File: src/rtl/rxtx_pkg.sv
// rtl/rxtx_pkg.sv - shared LVDS bridge types and geometry helpers for the gate folder and unfolder
package rxtx_pkg;

  typedef enum logic [1:0] {HUNT, LOCKED, COLLECT, PUBLISH} rx_state_t;

  function automatic int word_width(input int channels, input int serialization);
    return channels * serialization;
  endfunction

  function automatic int payload_width(input int gate_width, input int flit_width);
    return gate_width * (flit_width + 2);
  endfunction

  function automatic int vl_offset(input int gate_width, input int flit_width);
    return gate_width * flit_width;
  endfunction

  function automatic int cr_offset(input int gate_width, input int flit_width);
    return gate_width * flit_width + gate_width;
  endfunction

  // Callers truncate to their word width; bits above w are left zero.
  function automatic logic [255:0] sync_word(input int w, input logic pattern);
    logic [255:0] r;
    r = '0;
    for (int i = 0; i < 256; i++) begin
      if (i < w) r[i] = pattern;
    end
    return r;
  endfunction

endpackage

File: src/rtl/rx_sync_detect.sv
// rtl/rx_sync_detect.sv - counts consecutive sync words while hunting and raises a sticky lock flag
module rx_sync_detect #(
  parameter int STABLE_CYCLES = 1000000,
  parameter int CNT_W         = $clog2(STABLE_CYCLES + 1)
) (
  input  logic             clk,
  input  logic             rst_n,
  input  logic             hunt,
  input  logic             word_vl,
  input  logic             is_sync,
  output logic             lock,
  output logic [CNT_W-1:0] lock_cnt
);

  localparam logic [CNT_W-1:0] STABLE_MAX = CNT_W'(STABLE_CYCLES);
  localparam logic [CNT_W-1:0] STABLE_M1  = CNT_W'(STABLE_CYCLES - 1);

  always_ff @(posedge clk or negedge rst_n) begin
    if (!rst_n) begin
      lock_cnt <= '0;
      lock     <= 1'b0;
    end else if (hunt && word_vl) begin
      if (is_sync) begin
        if (lock_cnt != STABLE_MAX) lock_cnt <= lock_cnt + 1'b1;
        // The word being accepted now is the one that completes the run.
        if (lock_cnt >= STABLE_M1) lock <= 1'b1;
      end else begin
        lock_cnt <= '0;
      end
    end
  end

endmodule

File: src/rtl/rx_gate_unfolder.sv
// rtl/rx_gate_unfolder.sv - sync hunt, frame reassembly and pull handshake; RX_GATE_PARITY_EN enables frame parity
module rx_gate_unfolder
  import rxtx_pkg::*;
#(
  parameter int   FLIT_WIDTH         = 8,
  parameter int   GATE_WIDTH         = 8,
  parameter int   GATE_FOLDS         = 3,
  parameter logic SYNC_PATTERN       = 1'b1,
  parameter int   STABLE_CYCLES      = 1000000,
  parameter int   LVDS_CHANNELS      = 7,
  parameter int   LVDS_SERIALIZATION = 4,
  localparam int  W                  = word_width(LVDS_CHANNELS, LVDS_SERIALIZATION)
) (
  input  logic                  i_clk,
  input  logic                  i_rst,
  input  logic [W-1:0]          i_word,
  input  logic                  i_word_vl,
  input  logic                  i_rx_pull,
  output logic                  o_rx_available,
  output logic                  o_sync_complete,
  output logic [FLIT_WIDTH-1:0] o_dt [GATE_WIDTH-1:0],
  output logic [GATE_WIDTH-1:0] o_vl,
  output logic [GATE_WIDTH-1:0] o_cr,
  output logic                  o_err_overrun,
  output logic                  o_err_parity
);

  localparam int P      = payload_width(GATE_WIDTH, FLIT_WIDTH);
  localparam int SH_W   = GATE_FOLDS * W;
  localparam int VL_OFF = vl_offset(GATE_WIDTH, FLIT_WIDTH);
  localparam int CR_OFF = cr_offset(GATE_WIDTH, FLIT_WIDTH);
  localparam int FOLD_W = (GATE_FOLDS > 1) ? $clog2(GATE_FOLDS) : 1;
  localparam int CNT_W  = $clog2(STABLE_CYCLES + 1);

  localparam logic [W-1:0]      SYNC_WORD = W'(sync_word(W, SYNC_PATTERN));
  localparam logic [W-1:0]      HEAD_WORD = ~SYNC_WORD;
  localparam logic [FOLD_W-1:0] LAST_FOLD = FOLD_W'(GATE_FOLDS - 1);
  localparam logic [CNT_W-1:0]  STABLE_M1 = CNT_W'(STABLE_CYCLES - 1);

`ifdef RX_GATE_PARITY_EN
  generate
    if (SH_W < P + 1) begin : g_fold_check
      $error("GATE_FOLDS*W too small for payload plus parity bit");
    end
  endgenerate
`else
  generate
    if (SH_W < P) begin : g_fold_check
      $error("GATE_FOLDS*W too small for payload");
    end
  endgenerate
`endif

  rx_state_t         state, state_n;
  logic [FOLD_W-1:0] fold_idx, fold_n;
  logic [SH_W-1:0]   shadow, shadow_n;
  logic              publish, parity_ok, accept;
  logic              lock;
  logic [CNT_W-1:0]  lock_cnt;
  logic              is_sync, is_head, lock_hit;

  assign is_sync  = (i_word == SYNC_WORD);
  assign is_head  = (i_word == HEAD_WORD);
  assign lock_hit = (state == HUNT) && i_word_vl && is_sync && (lock_cnt >= STABLE_M1);

  rx_sync_detect #(
    .STABLE_CYCLES (STABLE_CYCLES),
    .CNT_W         (CNT_W)
  ) u_sync_detect (
    .clk      (i_clk),
    .rst_n    (i_rst),
    .hunt     (state == HUNT),
    .word_vl  (i_word_vl),
    .is_sync  (is_sync),
    .lock     (lock),
    .lock_cnt (lock_cnt)
  );

  // PUBLISH is the cycle the new sample is first visible; incoming words are
  // handled as in LOCKED so a back-to-back header is not lost.
  always_comb begin
    state_n  = state;
    fold_n   = fold_idx;
    shadow_n = shadow;
    publish  = 1'b0;
    if (i_word_vl) begin
      case (state)
        HUNT: if (lock_hit) state_n = LOCKED;
        LOCKED, PUBLISH: begin
          state_n = LOCKED;
          if (is_head) begin
            state_n = COLLECT;
            fold_n  = '0;
          end
        end
        COLLECT: begin
          if (is_head) begin
            fold_n = '0;
          end else begin
            shadow_n[int'(fold_idx)*W +: W] = i_word;
            if (fold_idx == LAST_FOLD) begin
              publish = 1'b1;
              state_n = PUBLISH;
              fold_n  = '0;
            end else begin
              fold_n = fold_idx + 1'b1;
            end
          end
        end
        default: state_n = HUNT;
      endcase
    end else if (state == PUBLISH) begin
      state_n = LOCKED;
    end
  end

`ifdef RX_GATE_PARITY_EN
  assign parity_ok = ~^shadow_n[P:0];
`else
  assign parity_ok = 1'b1;
`endif
  assign accept = publish && parity_ok;

  always_ff @(posedge i_clk or negedge i_rst) begin
    if (!i_rst) begin
      state    <= HUNT;
      fold_idx <= '0;
      shadow   <= '0;
    end else begin
      state    <= state_n;
      fold_idx <= fold_n;
      shadow   <= shadow_n;
    end
  end

  // Outputs load from shadow_n so the sample is visible the cycle after its last word.
  always_ff @(posedge i_clk or negedge i_rst) begin
    if (!i_rst) begin
      o_rx_available <= 1'b0;
      o_err_overrun  <= 1'b0;
      o_vl           <= '0;
      o_cr           <= '0;
      for (int i = 0; i < GATE_WIDTH; i++) o_dt[i] <= '0;
    end else if (accept) begin
      o_rx_available <= 1'b1;
      if (o_rx_available && !i_rx_pull) o_err_overrun <= 1'b1;
      o_vl <= shadow_n[VL_OFF +: GATE_WIDTH];
      o_cr <= shadow_n[CR_OFF +: GATE_WIDTH];
      for (int i = 0; i < GATE_WIDTH; i++) o_dt[i] <= shadow_n[i*FLIT_WIDTH +: FLIT_WIDTH];
    end else if (i_rx_pull && o_rx_available) begin
      o_rx_available <= 1'b0;
    end
  end

`ifdef RX_GATE_PARITY_EN
  always_ff @(posedge i_clk or negedge i_rst) begin
    if (!i_rst) begin
      o_err_parity <= 1'b0;
    end else if (publish && !parity_ok) begin
      o_err_parity <= 1'b1;
    end
  end
`else
  assign o_err_parity = 1'b0;
`endif

  assign o_sync_complete = lock;

endmodule
File: config.mk
export PLATFORM = sky130hd
export DESIGN_NAME = rx_gate_unfolder
export DESIGN_NICKNAME = d
export VERILOG_FILES = /design/src/rtl/rxtx_pkg.sv /design/src/rtl/rx_sync_detect.sv /design/src/rtl/rx_gate_unfolder.sv
export SDC_FILE = /design/constraint.sdc
export NUM_CORES = 1
export LEC_CHECK = 0
export CAP_MARGIN = 20
export CORE_UTILIZATION = 25
export CTS_CLUSTER_DIAMETER = 80
export DETAILED_ROUTE_END_ITERATION = 6
export GPL_TIMING_DRIVEN = 0
export SLEW_MARGIN = 10
export SYNTH_ARGS = -nofsm -noshare
export SYNTH_HDL_FRONTEND = slang
export SYNTH_SLANG_ARGS = --single-unit
export TNS_END_PERCENT = 20
File: constraint.sdc
create_clock -name i_clk -period 7.4 [get_ports i_clk]
set_input_delay 1.48 -clock i_clk [delete_from_list [all_inputs] [get_ports i_clk]]
set_output_delay 1.48 -clock i_clk [all_outputs]
set_load 0.02 [all_outputs]
# Word-level counts from Yosys, hierarchy flattened
# Cells that the tools add are included.
[totals]
elab_cells = 78
output_inout_bits = 84
inputBits = 32
regBits = 191
[op_classes]
order_cmp = 1
addsub = 3
mux = 23
mul = 1
n_bitwise = 1
n_eq_ne = 11
reduce_logical = 18
n_shift = 2
[op_table]
columns = ["cell", "count"]
rows = [
  ["$mux 80", 3],
  ["$bwmux 84", 1],
  ["$shift 28x33->84 const A", 1],
  ["$shiftx 28x33->84", 1],
  ["$mux 20", 2],
  ["$neg 7->33", 1],
  ["$eq 28x28->1 const B", 1],
  ["$logic_not 28->1", 1],
  ["$add 20x1->20 const B", 1],
  ["$ge 20x20->1 const B", 1],
  ["$ne 20x20->1 const B", 1],
  ["$mux 2", 9],
  ["$ne 3x3->1 const B", 3],
  ["$reduce_and 3->1", 3],
  ["$eq 2x2->1 const B", 3],
  ["$mux 1", 6],
  ["$pmux 2 s3", 1],
  ["$reduce_bool 2->1", 3],
  ["$logic_and 1x1->1", 5],
  ["$mul 2x3->5 const B", 1],
  ["$pmux 2 s2", 1],
  ["$reduce_and 2->1", 2],
  ["$reduce_and 4->1", 1],
  ["$add 2x1->2 const B", 1],
  ["other kinds (7)", 7],
]

# Logic depth before layout (Yosys ltp)
# Gate-level depths: netlist of the first run.
[logic_depth]
ltp_word = 7
depth_mapped = 12
depth_no_buf = 7

# Hierarchy
# A second synthesis of the first run with hierarchy kept.
[hier_totals]
cells_unflattened = 1077
area_unflattened_um2 = 10146.0
[modules_own_cells]
columns = ["module", "n_inst", "area_per_inst_um2", "cells_each", "seq_area_each_um2"]
rows = [
  ["rx_gate_unfolder", 1, 8879.8, 927, 4154.0],
  ["rx_sync_detect", 1, 1266.2, 150, 525.5],
]

# Least setup slack after synthesis of the first run
# Ideal clock, no wire load.
[synth_path]
path_kind = "input -> register"
from = "input i_word[21]"
to = "register o_dt[40] (netlist name)"
setup_slack_ns = 4.362
required_time_ns = 7.275
cell_stages = 7
arrival_time_ns = 2.913
path_buffers = 2
setup_ns = 0.125
path_cell_list = "clkbuf_1 nor4_1 and4_1 buf_2 a21oi_1 a32o_1 mux2_2"
[synth_via]
elab_chain_len = 5
word_cells_on_any_way = 9
cone_classes = "shift: 1; mux: 7; reduce/logical: 1"
[synth_rtl]
columns = ["item", "line_no", "rtl"]
rows = [
  ["from (decl)", "rx_gate_unfolder.sv:16", "input logic [W-1:0] i_word,"],
  ["$shiftx 28x33->84", "rx_gate_unfolder.sv:100", "shadow_n[int'(fold_idx)*W +: W] = i_word;"],
  ["$bwmux 84", "rx_gate_unfolder.sv:100", ""],
  ["$mux 80 (*)", "rx_gate_unfolder.sv:97", "if (is_head) begin"],
  ["$mux 80 (*)", "rx_gate_unfolder.sv:87", "case (state)"],
  ["$mux 80 (*)", "rx_gate_unfolder.sv:86", "if (i_word_vl) begin"],
  ["named net shadow_n[40]", "rx_gate_unfolder.sv:56", "logic [SH_W-1:0] shadow, shadow_n;"],
  ["to (decl)", "rx_gate_unfolder.sv:21", "output logic [FLIT_WIDTH-1:0] o_dt [GATE_WIDTH-1:0],"],
]
# The timed path passes the listed nets; every way through them passes the cells marked *.
# A chain may end at the register's enable or synchronous reset.

# Worst setup path after layout of the first run
[layout_path]
from = "register fold_idx[0]"
to = "register o_dt[53] (netlist name)"
[layout_via]
elab_chain_len = 7
word_cells_on_any_way = 13
cone_classes = "add/sub: 1; mul: 1; eq/ne: 1; shift: 2; mux: 8"
[layout_rtl]
columns = ["item", "line_no", "rtl"]
rows = [
  ["from (decl)", "rx_gate_unfolder.sv:55", "logic [FOLD_W-1:0] fold_idx, fold_n;"],
  ["from (signal assigned)", "rx_gate_unfolder.sv:131", "fold_idx <= fold_n;"],
  ["$mul 2x3->5", "rx_gate_unfolder.sv:100", ""],
  ["$neg 7->33", "rx_gate_unfolder.sv:100", ""],
  ["$shiftx 28x33->84 or $shift 28x33->84 (tied branches)", "rx_gate_unfolder.sv:100", ""],
  ["$bwmux 84", "rx_gate_unfolder.sv:100", ""],
  ["$mux 80", "rx_gate_unfolder.sv:97", ""],
  ["$mux 80", "rx_gate_unfolder.sv:87", ""],
  ["$mux 80", "rx_gate_unfolder.sv:86", ""],
]
# Several ways; a longest one is shown, not always the timed one.

==> results of run 1 <==
## power groups by stage
| stage | sequential [W] | clock (W) | combinational [W] |
|---|---|---|---|
| global placement | 0.00104 | 0 | 0.000107 |
| global route | 0.00102 | 0.000986 | 0.000117 |
| CTS | 0.00102 | 0.000943 | 0.000110 |
| finish | 0.00102 | 0.000920 | 0.000110 |
| detailed placement | 0.00104 | 0 | 0.000109 |
| floorplan | 0.00104 | 0 | 0.0000359 |
## per-layer routing
metal | up-vias | routed length (um) | global-route usage
met3 | 99 | 2570 | 0.0453
li1 | 4067 | - | -
met4 | 0 | 1550 | 0.0845
met5 | - | 0 | 0
met1 | 4390 | 16400 | 0.240
met2 | 358 | 18100 | 0.316
## worst max-delay path by stage
stage,from,end,cells after the start
after floorplan,i_word[21],o_dt[40],7
after global placement,i_rst,o_dt[35],1
after detailed placement,i_word[13],o_dt[5],8
after CTS,fold_idx[0],o_dt[53],10
after global routing,fold_idx[0],o_dt[18],11
final,fold_idx[0],o_dt[53],10
## through the flow
stage | setup TNS, ns | total power, W | utilization
final | 0 | 0.00205 | 0.315
after global routing | 0 | 0.00212 | 0.315
after CTS | 0 | 0.00207 | 0.315
after detailed placement | 0 | 0.00115 | 0.299
after global placement | -568.68 | 0.00115 | 0.299
after floorplan | 0 | 0.00108 | -
## state kept, by name (all words and copies together) (netlist names)
register	count
o_vl	8
o_cr	8
u_sync_detect.lock_cnt	20
shadow	80
o_dt	64
state	2
o_rx_available	1
o_err_overrun	1
u_sync_detect.lock	1
fold_idx	2
## synthesized netlist by cell type (4+ instances only)
master    instances
nor3b_1           6
or2_2             7
nor2b_1           4
buf_4            10
mux2_2           30
a22oi_1          25
a211oi_1          4
nand2b_1          6
o22a_1            6
nor3_1           14
a32o_1            6
nor2_1           87
o21a_1            9
nand2_1         175
a21o_1           14
o21ai_0          80
o21ai_1           5
nand3_1          23
mux4_2            4
a21oi_1          45
dfrtp_1         187
a31oi_1          32
inv_1            13
nor4_1           13
nand4_1          12
buf_2            33
mux2i_1          37
a32oi_1           6
a22o_1           10
o211ai_1          7
o31ai_1          16
clkbuf_1         33
xnor2_1          13
ha_1              7
xor2_1            6
buf_1             6
o22ai_1           8
## cell families after synthesis
family | count (synthesis)
AOI/OAI and AO/OA | 294
xor gates and xnor gates | 19
adders and majority gates | 7
buffers and inverters | 99
DFF | 187
muxes | 72
other | 1
and+or+nand+nor | 383
## final cells by class
type | count | area, sq um | area share
clock buffers | 17 | 425 | 0.0348
repair buffers | 105 | 1070 | 0.0878
multi-input cells | 776 | 4760 | 0.390
flip-flops and latches | 187 | 4680 | 0.383
well taps | 518 | 648 | 0.0530
plain buffers | 83 | 398 | 0.0326
clock inverters | 15 | 169 | 0.0138
inverters | 16 | 60.1 | 0.00491
diodes | 1 | 2.50 | 0.000205
## placed cells by master, fill, tap and decap left out, types with 5 or more instances in the layout
cell type | netlist | final
mux2_2 | 30 | 30
clkdlybuf4s50_1 | 0 | 103
a22o_1 | 10 | 10
nor3b_1 | 6 | 6
a32o_1 | 6 | 6
mux2i_1 | 37 | 37
inv_1 | 13 | 13
buf_2 | 33 | 33
o21ai_0 | 80 | 80
buf_1 | 6 | 6
or2_2 | 7 | 7
o22a_1 | 6 | 6
nand4_1 | 12 | 12
xnor2_1 | 13 | 13
xor2_1 | 6 | 6
nor2_1 | 87 | 87
a32oi_1 | 6 | 6
o31ai_1 | 16 | 16
dfrtp_1 | 187 | 187
a21oi_1 | 45 | 45
nor3_1 | 14 | 14
a21o_1 | 14 | 14
clkbuf_16 | 0 | 17
clkbuf_1 | 33 | 33
o21a_1 | 9 | 9
o22ai_1 | 8 | 8
ha_1 | 7 | 7
nor4_1 | 13 | 13
o211ai_1 | 7 | 7
buf_4 | 10 | 10
nand2_1 | 175 | 175
nand3_1 | 23 | 23
a22oi_1 | 25 | 25
a31oi_1 | 32 | 32
o21ai_1 | 5 | 5
nand2b_1 | 6 | 6
## worst max-delay path, stage by stage, from the launching register on
cell	delay (ns)
dfrtp_1	0.36
buf_4	0.22
buf_2	0.32
clkinv_1	0.47
ha_1	0.47
buf_4	0.17
nand2b_1	0.33
or4_1	0.63
a21oi_2	0.43
o221ai_1	0.38
a31oi_1	0.24
==> metrics.txt, run 1 <==
outcome finished, final reports clean; Worst-path clk slew 0.08 ns; EDFF count, synth 0; syn avg cell area roughly 9.3 sq um; Non-Filler Instances 1718; routability cong. 0.980; Routed Antenna Nets 0; CORE AREA 0.0388 sq mm; yosys warns 0; clk sink count 187; Setup WS post-layout 3.33 ns; grt total ovfl 0; worst r2r dst o_dt[53]; total track usage 0.193; initial antenna violation count 2; Max Root-Sink Buffers 2; slew margin rel. 0.451; Synth area leader dfrtp_1; hold path depth 2; Max IR drop VDD around 0.00015 V; Starting Density 0.255; combinational share of power 0.054; clock root buffer clkbuf_16; Worst Tran Pin Value around 0.8 ns; Internal 0.00151 W; Hold WS between 0.4 and 0.5 ns; xor/xnor share of the synthesized area 0.0168; Reg2Reg Launch Point fold_idx[0]; P_sw 0.000545 W; Clk pwr share 0.448; H-tree depth 4; standard-cell row count between 70 and 80; final number of hold-violating endpoints 0; largest family of logic cells by synthesized area compound AO/OA/AOI/OAI gates; WL/cell 22.5 um; Post-DP HPWL 29300 um; vias per cell between 5 and 6; fin area 0.0122 sq mm; vias in the first global route 9000; placed cell count 1685; Inserted Clock Buffers 17; data arrival time of the critical path 4.45 ns; R2R depth 10; Die Area 0.0404 sq mm; Flop pwr share 0.498; pre-CTS WS 3.21 ns; ys flop type dfrtp_1; r2r setup slk 3.33 ns; Fillers 4023; area share of the largest cell type after synthesis 0.473; RSZ-0062 raised after global routing no; # Post-CTS Setup Buffers 0; DP Area 0.0116 sq mm; hold_buf cts 0; Layout Skew 0.0174 ns; flops & latches, synth 187; CTS tree done; layout cell share with drive strength beyond 1 0.109; Mapped Cells between 1000 and 1500; Syn Nets 1101; Total Nets Final 1225; min cycle time layout a little over 4 ns; Seq/Total Area, Yosys 0.473; Synth Area in Compound Gates 0.192; Sw Share 0.266; DRC 0; initial drt markers about 900; mux cell area share after synthesis 0.0818; Final Cycle Share 0.551; Final setup viols 0; Pwr per Cell Area 168 mW/mm^2; # port buffers 104; Synth cell types 76; Chip Height 201 um; Achievable Freq 245 MHz; adder-cell share of the synthesized area 0.00885; simple-gate share of the synthesized area 0.182; max_cap viols 0; num ports 116; leak pwr 5.22 nW; Syn-to-layout area delta 23.4%; Die X 201 um; min-delay src shadow[55]; Post-Syn Area between 0.009 and 0.01 sq mm; Worst Hold Class register to register; CP Launch Type register; Pre-antenna DRT Iters 6; final wirelength 38600 um; Clk Latency, worst-skew pair 0.45 ns; crit path max fanout 12; Hold EP shadow[55]; post_cts resized 0; crit end category register; Slew Viols, Final 0; first-pass GRT wire length 57800 um; Via Count 8914; kind of critical path register to register; WP data required 7.78 ns; Area contributors post-synth dfrtp_1, nand2_1, o21ai_0; largest net degree at the start of global routing ~110; share of synthesized registers carrying an async set or reset 1.00
(Power assumes the default switching activity.)
==> run 2, diff against run 1 <==
==> constraint.sdc (replaced) <==
create_clock -name i_clk -period 3.9 [get_ports i_clk]
set_input_delay 0.78 -clock i_clk [delete_from_list [all_inputs] [get_ports i_clk]]
set_output_delay 0.78 -clock i_clk [all_outputs]
set_load 0.02 [all_outputs]
==> run 2 against run 1 <==
Sequential power rose by 90%. The flow now finishes with violations (DRC). Critical path type unchanged. Count of clock-buffer cells in the layout unchanged. Total power up 90%.
==> metrics.txt, run 2 (synthesized netlist as in run 1, its figures left out) <==
Sw Share 0.266; combinational share of power 0.054; initial antenna violation count 2; WP data required 4.28 ns; outcome finished, violations left; Starting Density 0.255; P_sw 0.00104 W; Slew Viols, Final 0; first-pass GRT wire length 57800 um; Worst Hold Class primary input to async pin; CORE AREA 0.0388 sq mm; Layout Skew 0.0180 ns; CTS tree done; routability cong. just under 1; grt total ovfl 0; crit end category register; Inserted Clock Buffers 17; number of flip-flops in the largest register 80; initial drt markers 880; crit path max fanout 12; Pre-antenna DRT Iters 7; met1 wire length 16100 um; Achievable Freq 265 MHz; CP Launch Type register; commonest cells after routing, fill and taps aside dfrtp_1, nand2_1, clkdlybuf4s50_1, nor2_1, o21ai_0; detailed-routed wire length on met2 18100 um; metal3 WL roughly 2700 um; vias per cell 5.16; Die Area 0.0404 sq mm; Syn-to-layout area delta 23.5%; min cycle time layout 3.78 ns; Via Count 8871; critical path's top delay family compound AO/OA/AOI/OAI gates; Final Cycle Share 0.968; Flop pwr share 0.497; final wirelength 38600 um; H-tree depth 4; Chip Height slightly above 200 um; Largest regs shadow: 80 flops, o_dt: 64 flops, u_sync_detect.lock_cnt: 20 flops; WL/cell around 22 um; standard-cell row count 72; kind of critical path register to register; Worst Tran Pin Value 0.807 ns; Clk pwr share 0.449; Largest Register shadow; R2R depth 10; max_cap viols 0; Total Nets Final 1225; final number of hold-violating endpoints 0; Reg2Reg Launch Point fold_idx[0]; largest net degree at the start of global routing approximately 110; CP max stage delay 0.61 ns; layout cell share with drive strength beyond 1 0.113; DRC 1; Crit path top cell by count buf_4; # port buffers 104; total track usage 0.193; post-route setup TNS 0 ns; worst r2r dst o_dt[53]; critical-path cell list buf_4 > buf_2 > clkinv_2 > ha_1 > buf_4 > nand2b_1 > or4_1 > a21oi_2 > o221ai_1 > a31oi_1; top sig layer met4; Crit-path slowest cell or4_1; Routed Antenna Nets 0; clock root buffer clkbuf_16; clk sink count 187; violated checks DRC; Max IR drop VDD between 0.0002 and 0.0003 V; data arrival time of the critical path just over 4 ns; Final setup viols 0; leak pwr 5.24 nW; Clk Latency, worst-skew pair 0.45 ns; r2r setup slk about 0.12 ns; num ports around 120; vias in the first global route 9013; Pwr per Cell Area 318 mW/mm^2; Internal 0.00286 W; Max Root-Sink Buffers 2; Fillers 4022; # Post-CTS Setup Buffers 0; most common cell after layout, fill and taps aside dfrtp_1; Die X 201 um; Post-DP HPWL 29300 um; RSZ-0062 raised after global routing yes; Worst-path clk slew 0.09 ns; crit path buf inv count 4; Overall Power 0.00390 W; slew margin rel. 0.460
==> run 2: power groups by stage <==
stage	registers (W)	logic, W	clock network [W]
5_1_grt	0.00194	0.000222	0.00187
4_1_cts	0.00194	0.000208	0.00179
3_3_place_gp	0.00198	0.000204	0
6_report	0.00194	0.000210	0.00175
3_5_place_dp	0.00198	0.000207	0
2_1_floorplan	0.00198	0.0000682	0
==> run 2: layer usage <==
layer / GRT usage / up-vias
li1: - / 4072
met4: 0.0864 / 0
met5: 0 / -
met3: 0.0453 / 91
met1: 0.240 / 4360
met2: 0.316 / 348
==> run 2: final cells by class <==
class / instances / area, sq um / area share
clock inverter: 15 / 169 / 0.0138
multi-input combinational: 776 / 4770 / 0.390
tap: 518 / 648 / 0.0530
sequential: 187 / 4680 / 0.383
clock buffer: 17 / 425 / 0.0348
antenna: 1 / 2.50 / 0.000205
buffer: 83 / 402 / 0.0328
inverter: 16 / 61.3 / 0.00501
timing repair buffer: 105 / 1070 / 0.0878
==> run 2: how the worst max path moves through the flow <==
stage | endpoint | from | depth (start not counted)
finish | o_dt[53] | fold_idx[0] | 10
global route | o_dt[53] | fold_idx[0] | 10
CTS | o_dt[53] | fold_idx[0] | 10
detailed placement | o_dt[53] | fold_idx[0] | 10
global placement | o_dt[35] | i_rst | 1
floorplan | o_vl[2] | fold_idx[0] | 12
==> run 2: repair_timing <==
item | CTS | global route
pin swaps | 0 | 0
gates resized for setup | 1 | 5
gates cloned | 0 | 0
endpoints found under the setup margin | 15 | 16
hold buffers | 0 | 0
==> run 2: stage by stage <==
step / area (sq um) / hold slack [ns] / setup WS [ns] / utilization / std cells
after global placement: 11600 / 0.446 / -5.86 / 0.299 / 1684
after detailed placement: 11600 / 0.452 / -0.0766 / 0.299 / 1685
after CTS: 12200 / 0.349 / 0.181 / 0.315 / 1717
after global routing: 12200 / 0.353 / -0.00899 / 0.315 / 1718
after floorplan: 9900 / 0.433 / 1.08 / - / 1062
final: 12200 / 0.314 / 0.124 / 0.315 / 1718
==> run 3, diff against run 2 <==
--- a/config.mk
+++ b/config.mk
@@ -6,8 +6,9 @@
 export NUM_CORES = 1
 export LEC_CHECK = 0
 export CAP_MARGIN = 20
+export CORE_MARGIN = 1
 export CORE_UTILIZATION = 25
-export CTS_CLUSTER_DIAMETER = 80
+export CTS_CLUSTER_DIAMETER = 100
 export DETAILED_ROUTE_END_ITERATION = 6
 export GPL_TIMING_DRIVEN = 0
 export SLEW_MARGIN = 10
==> constraint.sdc (replaced) <==
create_clock -name i_clk -period 4.3 [get_ports i_clk]
set_input_delay 0.86 -clock i_clk [delete_from_list [all_inputs] [get_ports i_clk]]
set_output_delay 0.86 -clock i_clk [all_outputs]
set_load 0.02 [all_outputs]
==> results of run 3 <==
The final DEF is identical to that of run 1. Status: finished, final reports clean.
Main changes from that run: setup slack after placement 3.21 ns -> 0.323 ns; setup slack after layout 3.33 ns -> 0.225 ns; hold slack 0.464 ns -> 0.396 ns; register-to-register setup slack 3.33 ns -> 0.23 ns; total power 0.00205 W -> 0.00353 W; worst IR drop on VDD 0.000152 V -> 0.000261 V
